$ cat config.mk
export PLATFORM = sky130hd
export DESIGN_NAME = fib_random_decoder
export DESIGN_NICKNAME = d
export VERILOG_FILES = /design/src/rtl/fib_random_decoder.sv
export SDC_FILE = /design/constraint.sdc
export NUM_CORES = 1
export LEC_CHECK = 0
export CORE_AREA = 2 2 160 162
export DETAILED_ROUTE_END_ITERATION = 16
export DIE_AREA = 0 0 162 164
export GPL_ROUTABILITY_DRIVEN = 0
export PLACE_DENSITY = 0.82
export SYNTH_ARGS = -nofsm -noshare
export SYNTH_HDL_FRONTEND = slang
export SYNTH_SLANG_ARGS = --single-unit
$ cat constraint.sdc
create_clock -name clk -period 5.4 [get_ports clk]
set_input_delay 0.81 -clock clk [delete_from_list [all_inputs] [get_ports clk]]
set_output_delay 0.81 -clock clk [all_outputs]
set_load 0.1 [all_outputs]
$ cat src/rtl/fib_random_decoder.sv
// Fibonacci-weighted codeword to binary decoder, fixed latency, one bit per cycle.
// Ports: clk, rst (sync, active-high), en_decode, fibonacci_random in;
//        input_binary_o, range_err_o, busy_o, convert_done out.
module fib_random_decoder #(
    parameter int N_BITS = 64,
    parameter int OUT_W  = 16,
    parameter int ACC_W  = 48
) (
    input  logic              clk,
    input  logic              rst,
    input  logic              en_decode,
    input  logic [N_BITS-1:0] fibonacci_random,
    output logic [OUT_W-1:0]  input_binary_o,
    output logic              range_err_o,
    output logic              busy_o,
    output logic              convert_done
);

    localparam int CNT_W = $clog2(N_BITS);

    localparam logic [1:0] IDLE = 2'd0;
    localparam logic [1:0] RUN  = 2'd1;
    localparam logic [1:0] DONE = 2'd2;

    logic [1:0]        state;
    logic [N_BITS-1:0] sr;
    logic [ACC_W-1:0]  acc;
    // fa is the weight of the bit currently at sr[0]; fb is the next term.
    logic [ACC_W-1:0]  fa;
    logic [ACC_W-1:0]  fb;
    logic [CNT_W-1:0]  cnt;

    assign busy_o = (state != IDLE);

    always_ff @(posedge clk) begin
        if (rst) begin
            state          <= IDLE;
            sr             <= '0;
            acc            <= '0;
            fa             <= '0;
            fb             <= '0;
            cnt            <= '0;
            input_binary_o <= '0;
            range_err_o    <= 1'b0;
            convert_done   <= 1'b0;
        end else begin
            convert_done <= 1'b0;
            unique case (state)
                IDLE: begin
                    if (en_decode) begin
                        sr    <= fibonacci_random;
                        acc   <= '0;
                        fa    <= ACC_W'(1);
                        fb    <= ACC_W'(2);
                        cnt   <= '0;
                        state <= RUN;
                    end
                end
                RUN: begin
                    if (sr[0]) begin
                        acc <= acc + fa;
                    end
                    sr  <= sr >> 1;
                    fa  <= fb;
                    fb  <= fa + fb;
                    cnt <= cnt + 1'b1;
                    if (cnt == CNT_W'(N_BITS - 1)) begin
                        state <= DONE;
                    end
                end
                DONE: begin
                    input_binary_o <= acc[OUT_W-1:0];
                    range_err_o    <= |acc[ACC_W-1:OUT_W];
                    convert_done   <= 1'b1;
                    state          <= IDLE;
                end
                default: begin
                    state <= IDLE;
                end
            endcase
        end
    end

endmodule

==> flow_summary.yaml <==
finish:
  fin_nets: 1837
  area_delta_synth_final_pct: 12.8
  final_area_sq_um: 15300
  n_fill_cell: 2172
  drive_above_1_share_pct: 4.85
  seq_area_sq_um: 4690
  multi_input_area_sq_um: 8300
  stdcell_count: 2021
  diodes: 0
detailed_routing:
  first_pass_iters: 5
  wl_per_cell_um: 15.8
  drtAntennaViolNets: 0
  vias: 12064
  via_per_inst: 5.97
  drc_errors: 0
  wl_mm: 31.9
  drt_iter0_drc: 949
clock_network:
  clk_latency_ns: 0.55
  cts_buffer_depth: 3
  cts_buffers: 25
  numClockSinks: 234
  cts_tree: "done"
  clkTransAtPathRegs_ns: 0.06
  cts_max_level: 1
  post_cts_buffers: 0
  cts_root_buffer: "clkbuf_16"
  cts_hold_buf: 0
  cts_resized: 0
grt:
  grt_pass1_vias: 11098
  antenna_found_initial: 0
  overflow: 0
  grt_max_degree: 98
  grt_pass1_wl_mm: 52.7
  grtUsageTotal_pct: 23.5
pwr:
  power.switching_uw: 899
  p_int_uw: 2890
  ir_worst_vdd_v: 0.000215
  p_sw_share_pct: 23.7
  p_clk_share_pct: 45.2
  powerDensity_nw_per_um2: 248
  comb_power_share_pct: 7.4
  p_leak_uw: 0.00670
  power_frac_seq_pct: 47.4
  power.total_uw: 3790
synthesis:
  syn_area_sq_um: 13500
  avgSynthCellArea_sq_um: 8.19
  synth_most_common_cell: "dfxtp_1"
  netlist_top_cells_count: "234 x dfxtp_1, 231 x nor2_1, 163 x nand2_1, 136 x a21oi_1, 95 x ha_1"
  synth_area_leaders: "dfxtp_1 35%, ha_1 8.8%, nor2_1 6.4%"
  seq_area_frac_synth_pct: 34.6
  yosys_warnings: 0
  synth_top_area_share_pct: 34.6
  synthFlopType: "dfxtp_1"
  synth_fp_nets: 1817
  ys_ff_latch: 234
  synth-edff-count: 0
  synthCells: 1653
  synth_top_area_cell: "dfxtp_1"
  yosys.cell_types.count: 83
  synth-async-reset-ratio_pct: 0
setup_path:
  cp_slowest_stage_delay_ns: 1.13
  worstPathRequired_ns: 4.59
  crit_fanout: 42
  critPathSlowestCell: "clkdlybuf4s50_1"
  cp_cell_sequence: "buf_4, nor2_1, inv_1, clkdlybuf4s50_1"
  cp.arrival_ns: 2.67
  critPathCaptureType: "output port"
  crit_type: "reg2out"
  start_kind: "flip-flop"
  ff2ff_setup_slack_ns: 1.95
sta:
  setup_viol: 0
  report.final.slew_viol_count: 0
  slew_headroom_pct: 27.3
  finalHoldViolations: 0
  finalCritPeriodShare_pct: 64.4
  fmax_mhz: 288
  clock_skew_ns: 0.0275
  tightest_slew_ns: 1.09
  min_period_ns: 3.48
  rsz0062_at_grt: "no"
  setup_tns_ns: 0
status:
  outcome: "finished, final reports clean"
die:
  die_height_um: 164
  die-area_sq_um: 26600
  coreArea_sq_um: 24800
  num_rows: 58
  fp.dieW_um: 162
  io_pins: 86
  initial_utilization_pct: 54.6
flow_run:
  drv_cap: 0
min_path:
  hp-class: "reg2reg"
placement:
  hpwlAfterDp_mm: 22.0
  port_buffers: 85
  dpl_cell_area_sq_um: 14400
  dp_cells: 1976
## kinds of logic after synthesis
kind of cell | after synthesis | share of synthesized area (%)
compound gates | 518 | 26.9
xor+xnor | 86 | 5.56
fa+ha+maj | 97 | 9.07
buf+inv | 134 | 4.35
flops | 234 | 34.6
mux | 2 | 0.148
simple gates | 582 | 19.3
## flip-flops by register name, summed over array words and instances, names as in the netlist
register	count
fa	48
range_err_o	1
sr	64
convert_done	1
input_binary_o	16
acc	48
state	2
cnt	6
fb	48
## layer usage
layer / track usage (%) / wire [um] / part of all wire [%]
met4: 7.04 / 729 / 2.3
met3: 3.51 / 2150 / 6.7
met1: 32.5 / 14900 / 47
met5: 0 / 0 / 0
met2: 38.0 / 14200 / 44
## cell type report
class / instances / share of cell area [%]
well taps: 330 / 2.70
clock inverters: 9 / 0.738
clock buffers: 36 / 4.63
repair buffers: 98 / 6.20
inverters: 29 / 0.713
multi-input cells: 1285 / 54.3
flip-flops and latches: 234 / 30.7
## critical path: cells and delay by family (launching register included)
family	cells	cell delay [ns]
DFF	1	0.30
buffers and inverters	3	1.61
and+or+nand+nor	1	0.20
## worst paths after layout
check | from | endpoint | cells after the start
max reg2reg | fa[0] | fb[42] | 13
max | state[1] | busy_o | 4
min reg2reg | input_binary_o[11] | input_binary_o[11] | 2
min | input_binary_o[11] | input_binary_o[11] | 2
## power groups by stage
stage               sequential, uW  combinational [uW]  clock (uW)
floorplan                     1830                 185           0
global placement              1830                 275           0
detailed placement            1840                 280           0
CTS                           1800                 282        1750
global route                  1800                 314        1820
finish                        1800                 281        1710
## placed cells by master (no fill, tap or decap), drive strengths merged, types with 9 or more instances in the layout
cell type / n
nand2: 163
a22o: 73
nor2b: 45
nand2b: 14
nor2: 231
nand3: 15
a311oi: 29
ha: 95
o31ai: 9
nand4: 29
inv: 30
and3: 9
a31oi: 12
a211oi: 10
xor2: 33
a21o: 67
buf: 14
o21bai: 10
clkbuf: 36
xnor2: 53
nor3: 43
o21ai: 66
dfxtp: 234
a22oi: 40
a21oi: 138
clkdlybuf4s50: 84
nor4: 10
## metrics by stage
stage | worst slack [ns] | hold WS [ns] | util, %
3_5_place_dp | 2.02 | 0.449 | 58.2
6_report | 1.92 | 0.456 | 61.5
5_1_grt | 1.73 | 0.472 | 61.5
2_1_floorplan | 2.46 | 0.442 | -
3_3_place_gp | 2.06 | 0.447 | 58.2
4_1_cts | 1.91 | 0.457 | 61.5
No activity file was read; power rests on OpenSTA's default activity.
